`config.mk`:
```
export PLATFORM = sky130hd
export DESIGN_NAME = nibble_serial_add_sequencer
export DESIGN_NICKNAME = d
export VERILOG_FILES = /design/src/rtl/nibble_seq_pkg.sv /design/src/rtl/nibble_serial_add_sequencer_adder.sv /design/src/rtl/nibble_serial_add_sequencer.sv
export SDC_FILE = /design/constraint.sdc
export NUM_CORES = 1
export LEC_CHECK = 0
export ABC_AREA = 1
export CAP_MARGIN = 25
export CELL_PAD_IN_SITES_DETAIL_PLACEMENT = 0
export CELL_PAD_IN_SITES_GLOBAL_PLACEMENT = 2
export CORE_AREA = 5 5 96 98
export CTS_CLUSTER_DIAMETER = 150
export CTS_CLUSTER_SIZE = 14
export DETAILED_ROUTE_END_ITERATION = 8
export DIE_AREA = 0 0 101 103
export MAX_ROUTING_LAYER = met4
export PLACE_DENSITY_LB_ADDON = 0.1
export SETUP_SLACK_MARGIN = 0.05
export SYNTH_ARGS = -nofsm -noshare
export SYNTH_HDL_FRONTEND = slang
export SYNTH_SLANG_ARGS = --single-unit
export TNS_END_PERCENT = 100
```
`constraint.sdc`:
```
create_clock -name clk -period 5.4 [get_ports clk]
set_input_delay 1.35 -clock clk [delete_from_list [all_inputs] [get_ports clk]]
set_output_delay 1.35 -clock clk [all_outputs]
set_load 0.05 [all_outputs]
```
`src/rtl/nibble_seq_pkg.sv`:
```
// Shared types and constants for the nibble-serial add sequencer.
// Holds the FSM state encoding and the nibble width.
package nibble_seq_pkg;

  localparam int NIBBLE_W    = 4;
  localparam int DEF_NIBBLES = 4;

  typedef enum logic [1:0] {
    S_IDLE = 2'd0,
    S_RUN  = 2'd1,
    S_DONE = 2'd2
  } state_t;

endpackage

```
`src/rtl/nibble_serial_add_sequencer_adder.sv`:
```
// Combinational 4-bit ripple-carry adder built from four full adders.
// Ports: a, b (4-bit addends), ci (carry in), s (4-bit sum), co (carry out).
module nibble_adder
  import nibble_seq_pkg::*;
(
  input  logic [NIBBLE_W-1:0] a,
  input  logic [NIBBLE_W-1:0] b,
  input  logic                ci,
  output logic [NIBBLE_W-1:0] s,
  output logic                co
);

  logic [NIBBLE_W:0] c;

  assign c[0] = ci;

  for (genvar i = 0; i < NIBBLE_W; i++) begin : g_fa
    assign s[i]   = a[i] ^ b[i] ^ c[i];
    assign c[i+1] = (a[i] & b[i])
                  | (a[i] & c[i])
                  | (b[i] & c[i]);
  end

  assign co = c[NIBBLE_W];

endmodule

```
`src/rtl/nibble_serial_add_sequencer.sv`:
```
// Adds two multi-nibble operands through one shared 4-bit adder, LSB
// nibble first, one nibble per clock, with a start/busy/done handshake.
// Ports: clk, clr (async active-low reset), start, a, b, cin in;
//        busy, done, sum, cout, ovf out (all registered).
module nibble_serial_add_sequencer
  import nibble_seq_pkg::*;
#(
  parameter int NIBBLES = DEF_NIBBLES
) (
  input  logic                        clk,
  input  logic                        clr,
  input  logic                        start,
  input  logic [NIBBLE_W*NIBBLES-1:0] a,
  input  logic [NIBBLE_W*NIBBLES-1:0] b,
  input  logic                        cin,
  output logic                        busy,
  output logic                        done,
  output logic [NIBBLE_W*NIBBLES-1:0] sum,
  output logic                        cout,
  output logic                        ovf
);

  localparam int W  = NIBBLE_W * NIBBLES;
  localparam int IW = $clog2(NIBBLES);
  localparam logic [IW-1:0] LAST = IW'(NIBBLES - 1);

  state_t          state_q;
  logic [IW-1:0]   idx_q;
  logic [W-1:0]    a_sh_q;
  logic [W-1:0]    b_sh_q;
  logic            carry_q;
  logic            a_msb_q;
  logic            b_msb_q;
  logic [W-1:0]    sum_q;
  logic            cout_q;
  logic            ovf_q;
  logic            busy_q;
  logic            done_q;

  logic [NIBBLE_W-1:0] nib;
  logic                nib_co;
  logic                accept;
  logic                in_run;

  nibble_adder u_add (
    .a  (a_sh_q[NIBBLE_W-1:0]),
    .b  (b_sh_q[NIBBLE_W-1:0]),
    .ci (carry_q),
    .s  (nib),
    .co (nib_co)
  );

  assign in_run = (state_q == S_RUN);
  // start is only honoured outside RUN
  assign accept = start & ~in_run;

  always_ff @(posedge clk or negedge clr) begin
    if (!clr) begin
      state_q <= S_IDLE;
      idx_q   <= '0;
      a_sh_q  <= '0;
      b_sh_q  <= '0;
      carry_q <= 1'b0;
      a_msb_q <= 1'b0;
      b_msb_q <= 1'b0;
      sum_q   <= '0;
      cout_q  <= 1'b0;
      ovf_q   <= 1'b0;
      busy_q  <= 1'b0;
      done_q  <= 1'b0;
    end else begin
      done_q <= 1'b0;
      unique case (1'b1)
        accept: begin
          state_q <= S_RUN;
          busy_q  <= 1'b1;
          idx_q   <= '0;
          a_sh_q  <= a;
          b_sh_q  <= b;
          carry_q <= cin;
          a_msb_q <= a[W-1];
          b_msb_q <= b[W-1];
          sum_q   <= '0;
          cout_q  <= 1'b0;
          ovf_q   <= 1'b0;
        end
        in_run: begin
          // result nibbles enter at the top and walk down
          sum_q   <= {nib, sum_q[W-1:NIBBLE_W]};
          carry_q <= nib_co;
          a_sh_q  <= {{NIBBLE_W{1'b0}},
                      a_sh_q[W-1:NIBBLE_W]};
          b_sh_q  <= {{NIBBLE_W{1'b0}},
                      b_sh_q[W-1:NIBBLE_W]};
          idx_q   <= idx_q + 1'b1;
          if (idx_q == LAST) begin
            state_q <= S_DONE;
            busy_q  <= 1'b0;
            done_q  <= 1'b1;
            cout_q  <= nib_co;
            // nib[3] becomes the final sum MSB
            ovf_q   <= (a_msb_q == b_msb_q)
                     & (nib[NIBBLE_W-1] != a_msb_q);
          end
        end
        default: begin
          state_q <= S_IDLE;
        end
      endcase
    end
  end

  assign busy = busy_q;
  assign done = done_q;
  assign sum  = sum_q;
  assign cout = cout_q;
  assign ovf  = ovf_q;

endmodule
```
# [Word-level counts from Yosys, hierarchy flattened]
# Index checks and enable logic that the tools add are counted.
# Widths: inputs -> output; s select.
[totals] register_bits=59 wordCells=66
[op_classes] add_sub_neg=1 eq_ne=5 n_mux=15 bitwise_logic=31 n_reduce_logical=2
[op_table] op="$pmux 16 s2" n=3
[op_table] op="$and 1x1->1" n=14
[op_table] op="$or 1x1->1" n=8
[op_table] op="$pmux 1 s2" n=4
[op_table] op="$pmux 2 s2" n=2
[op_table] op="$xor 1x1->1" n=8
[op_table] op="$mux 1" n=5
[op_table] op="$add 2x1->2 const B" n=1
[op_table] op="$eq 2x1->1 const B" n=1
[op_table] op="$eq 2x2->1 const B" n=1
[op_table] op="$mux 2" n=1
[op_table] op="$ne 2x1->1 const B" n=1
[op_table] op="$reduce_and 2->1" n=1
[op_table] op="$reduce_bool 2->1" n=1
[op_table] op="$eq 1x1->1" n=1
[op_table] op="$ne 1x1->1" n=1
[op_table] op="$not 1->1" n=1

# [Longest topological paths before layout]
[logic_depth] word_depth=14 ltp_mapped=11 mapped_depth_nobuf=11

# [Hierarchy]
# From an unflattened synthesis, not the netlist that was laid out.
[unflattened] hier_cells=286 hier_area_um2=2573.7
[by_module_without_submodules] module="nibble_serial_add_sequencer" instances=1 cells_per_inst=272 area_per_inst_um2=2456.1 seq_area_each_um2=1476.4
[by_module_without_submodules] module="nibble_adder" instances=1 cells_per_inst=14 area_per_inst_um2=117.6 seq_area_each_um2=0.0

# [Worst setup path after synthesis]
# OpenSTA, ideal clock, no wires.
[synth_timing] kind="reg-to-reg" start="register a_sh_q[0]" end="register ovf_q (netlist: ovf)" setup_time_ps=67 t_arrival_ps=2034 t_required_ps=5333 path_slack_ps=3299 path_stages_with_launch=12 cell_sequence="dfrtp_1 -> fa_1 -> inv_1 -> fa_1 -> fa_1 -> inv_1 -> fa_1 -> inv_1 -> nand3_1 -> nand2_1 -> nand2_1 -> nand2_1"
[synth_via] elab_chain_cells=14 elab_cells_between_ends=17
[synth_lines] element="start: declaration" line_no="nibble_serial_add_sequencer.sv:29" rtl="logic [W-1:0] a_sh_q;"
[synth_lines] element="start signal: assignment" line_no="nibble_serial_add_sequencer.sv:91" rtl="a_sh_q <= {{NIBBLE_W{1'b0}},"
[synth_lines] element="$and 1x1->1 (on tied branches)" line_no="nibble_serial_add_sequencer_adder.sv:19, nibble_serial_add_sequencer_adder.sv:20"
[synth_lines] element="$or 1x1->1 *" line_no="nibble_serial_add_sequencer_adder.sv:20" rtl="| (a[i] & c[i])"
[synth_lines] element="$or 1x1->1 *" line_no="nibble_serial_add_sequencer_adder.sv:21" rtl="| (b[i] & c[i]);"
[synth_lines] element="$and 1x1->1" line_no="nibble_serial_add_sequencer_adder.sv:20"
[synth_lines] element="$or 1x1->1" line_no="nibble_serial_add_sequencer_adder.sv:20"
[synth_lines] element="$or 1x1->1 *" line_no="nibble_serial_add_sequencer_adder.sv:21"
[synth_lines] element="$and 1x1->1" line_no="nibble_serial_add_sequencer_adder.sv:20"
[synth_lines] element="$or 1x1->1" line_no="nibble_serial_add_sequencer_adder.sv:20"
[synth_lines] element="$or 1x1->1 *" line_no="nibble_serial_add_sequencer_adder.sv:21"
[synth_lines] element="$xor 1x1->1 *" line_no="nibble_serial_add_sequencer_adder.sv:18" rtl="assign s[i] = a[i] ^ b[i] ^ c[i];"
[synth_lines] element="$ne 1x1->1 *" line_no="nibble_serial_add_sequencer.sv:103" rtl="& (nib[NIBBLE_W-1] != a_msb_q);"
[synth_lines] element="$and 1x1->1 *" line_no="nibble_serial_add_sequencer.sv:103"
[synth_lines] element="$mux 1 *" line_no="nibble_serial_add_sequencer.sv:96" rtl="if (idx_q == LAST) begin"
[synth_lines] element="$pmux 1 s2 *" line_no="nibble_serial_add_sequencer.sv:73" rtl="unique case (1'b1)"
[synth_lines] element="end signal: assignment" line_no="nibble_serial_add_sequencer.sv:102" rtl="ovf_q <= (a_msb_q == b_msb_q)"
[synth_lines] element="end: declaration" line_no="nibble_serial_add_sequencer.sv:36" rtl="logic ovf_q;"
# Every way passes the cells marked *; elsewhere a longest branch is shown, timed or not. The select of a mux whose other input is x is not followed.
# A chain may end at the register's enable or synchronous reset.

# [Final worst setup path]
[layout_timing] start="register sum_q[12] (netlist: sum[12])" end="output port sum[12]"
[layout_lines] element="start: declaration" line_no="nibble_serial_add_sequencer.sv:34" rtl="logic [W-1:0] sum_q;"
[layout_lines] element="start signal: assignment" line_no="nibble_serial_add_sequencer.sv:89" rtl="sum_q <= {nib, sum_q[W-1:NIBBLE_W]};"
[layout_lines] element="end: declaration" line_no="nibble_serial_add_sequencer.sv:18" rtl="output logic [NIBBLE_W*NIBBLES-1:0] sum,"
# No word-level cell between the ends.

==> results.md <==
- Result of the run: finished, final reports clean
- Mean Syn Cell Area: 9.44 µm²
- H-tree lvl count: 3
- Met2 routed WL: 2.69 mm
- Critical path type: reg -> out
- Placed cell areas: 3200 µm²
- Ant. Diodes: 0
- Wirelength per Cell: 13.3 µm
- Yosys top cell area share: 55.7%
- Post-Syn Area: 2650 µm²
- Pwr Density: 603 nW/µm²
- Die ar.: 10400 µm²
- Hold Vio Cnt, Final: 0
- Worst Hold Class: reg -> reg
- Final hold slack: 0.469 ns
- Largest net degree at the start of global routing: 67
- FF-to-FF setup slack: 3.05 ns
- Inserted Clock Buffers: 9
- Slew @ Worst Pin: 0.758 ns
- Nets: 374
- Share of cells above drive strength 1: 8.88%
- Std-Cell Rows: 34
- Worst-path cell chain: clkdlybuf4s50_1
- CTS max path bufs: 2
- Clk_lat worst skew: 0.33 ns
- CP arrival: 1.50 ns
- Synth Flop Type: dfrtp_1
- Max_cap viols: 0
- Multi-input logic area: 912 µm²
- Final HPWL DP: 3.93 mm
- Most common cell in the synthesized netlist: nand3_1
- 1st-iter DRT viols: 56
- Fill cells: 863
- HP Start: a_sh_q[13]
- Sequential Area: 1480 µm²
- Worst setup SP type: flip-flop
- Slowest-stage cell, CP: clkdlybuf4s50_1
- Async SR Flop Fraction: 100%
- FF-to-FF path depth: 11
- Via count: 2026
- Delay of the slowest critical-path stage: 0.81 ns
- Drt first pass iters: 4
- Crit end category: output port
- Synth top cells by count: 78 x nand3_1, 68 x nand2_1, 59 x dfrtp_1
- Num Clock Sinks: 59
- Total gr overflow: 0
- Final GP Congestion: 0.727
- Die Width: 101 µm
- Clock Skew: 0.00909 ns
- DR top layer: met4
- FF-to-FF End: ovf
- Drt total wl: 5.93 mm
- Critical path peak fanout: 2
- EDFF count, synth: 0
- Io pins: 56
- Max-slew headroom: 49.5%
- Sequential share of the synthesized area: 55.7%
- Hold endpoint: a_sh_q[13]
- Initial core utilization: 31.6%
- # hold bufs at CTS: 0
- CTS clk-pin slew, worst paths: 0.07 ns
- Final core utilization: 41.0%
- Leakage power: 0.00163 µW
- Area Growth Syn to Fin: 29.4%
- VDD IR max: 0.273 mV
- CP required: 4.05 ns
- Unrepaired setup endpoints after global routing: no
- Routed Antenna Nets: 0
- Crit path max-delay family: buffers and inverters
- First-pass GRT wire length: 9.92 mm
- Synthesis Warnings: 0
- # Post-CTS Setup Buffers: 0
- Reg2reg start: b_sh_q[0]
- Total GRT Usage: 12.7%
- Final std cell area, no fill: 3430 µm²
- Buf+Inv Stages, Crit Path: 1
- Count of pins over their slew limit: 0
- Via-to-Cell Ratio: 4.54
- Post-synth net total: 322
- Vias in the first global route: 1983
- Time the worst path needs with I/O delays and setup: 2.85 ns
- M1 WL: 2.92 mm
- CTS tree: done
- Post_cts resized: 0
- Detail Route met3 WL: 279 µm
- Setup crit start: sum[12]
- Period utilization: 52.7%
- Die H: 103 µm
- Setup TNS: 0 ns
- WHS Path Cells: 2
- Core area: 8380 µm²
- Highest Clock Rate: 351 MHz
- DRC viols: 0
- Initial antenna violation count: 0
- Endpoints failing setup: 0
- Root Buffer: clkbuf_8
- Synth Instances: 281
- # port buffers: 55
- Seq cells post-synth: 59
- Yosys top cell by area: dfrtp_1
- Largest cells by area after synthesis: dfrtp_1 56%, nand3_1 15%, nand2_1 9.6%
- Netlist cell types: 21
==> worst register-to-register path: stages, from the launching register on <==
cell and delay, ns:
dfrtp_1 0.41, fa_1 0.20, inv_1 0.05, fa_1 0.37, fa_1 0.37, inv_1 0.08, fa_1 0.46, inv_1 0.13
nand3_1 0.07, nand2_1 0.07, nand2_1 0.04, nand2_1 0.05
==> metal layers <==
layer	GRT usage, %	vias up
met3	4.26	2
met4	3.68	0
met5	-	-
li1	-	1026
met2	18.5	47
met1	17.0	951
==> placed cells by master, fill, tap and decap left out, types with 2 or more instances in the layout <==
master / n
nand3_1: 78
nand2_1: 68
dfrtp_1: 59
clkdlybuf4s50_1: 54
inv_1: 27
o22ai_1: 12
clkbuf_8: 11
inv_2: 5
fa_1: 4
o22ai_2: 3
nand2_4: 2
nor2_1: 2
bufinv_16: 2
buf_4: 2
==> where the power goes <==
group          internal [µW]  total [µW]  switching (µW)
Clock                    284         452             167
Sequential               619         720             101
Combinational            304         898             594
==> cell families (layout without fill, tap and decap cells) <==
| kind of cell | Yosys count | count (layout) | synth area share, % |
|---|---|---|---|
| simple gates | 152 | 152 | 26.3 |
| flops | 59 | 59 | 55.7 |
| buf+inv | 48 | 105 | 9.91 |
| compound gates | 17 | 17 | 4.62 |
| fa+ha+maj | 5 | 5 | 3.49 |
==> area by class of cell <==
| type | count | share of cell area (%) |
|---|---|---|
| Clock buffer | 12 | 4.52 |
| Clock inverter | 4 | 2.11 |
| Inverter | 32 | 3.50 |
| Multi-Input combinational cell | 174 | 26.6 |
| Sequential cell | 59 | 43.0 |
| Tap cell | 108 | 3.94 |
| Timing Repair Buffer | 57 | 16.3 |
==> worst max path at each step <==
stage	to	slack, ns	cells after the start
final	sum[12]	2.55	1
after floorplan	ovf	3.30	11
after global routing	sum[12]	2.49	1
after global placement	carry_q	2.31	7
after detailed placement	b_sh_q[13]	2.28	7
after CTS	sum[8]	2.52	1
==> flip-flops by register name, indices dropped and copies added, names as in the netlist, 2 cells and up <==
signal,flops
sum,16
idx_q,2
state_q,2
b_sh_q,16
a_sh_q,16
==> stage by stage <==
stage	setup slack (ns)	power [µW]	cells
6_report	2.55	2070	446
5_1_grt	2.49	2230	446
4_1_cts	2.52	2120	446
3_5_place_dp	2.28	1650	430
3_3_place_gp	2.31	1640	430
2_1_floorplan	3.30	1450	281
(Power assumes the default switching activity.)
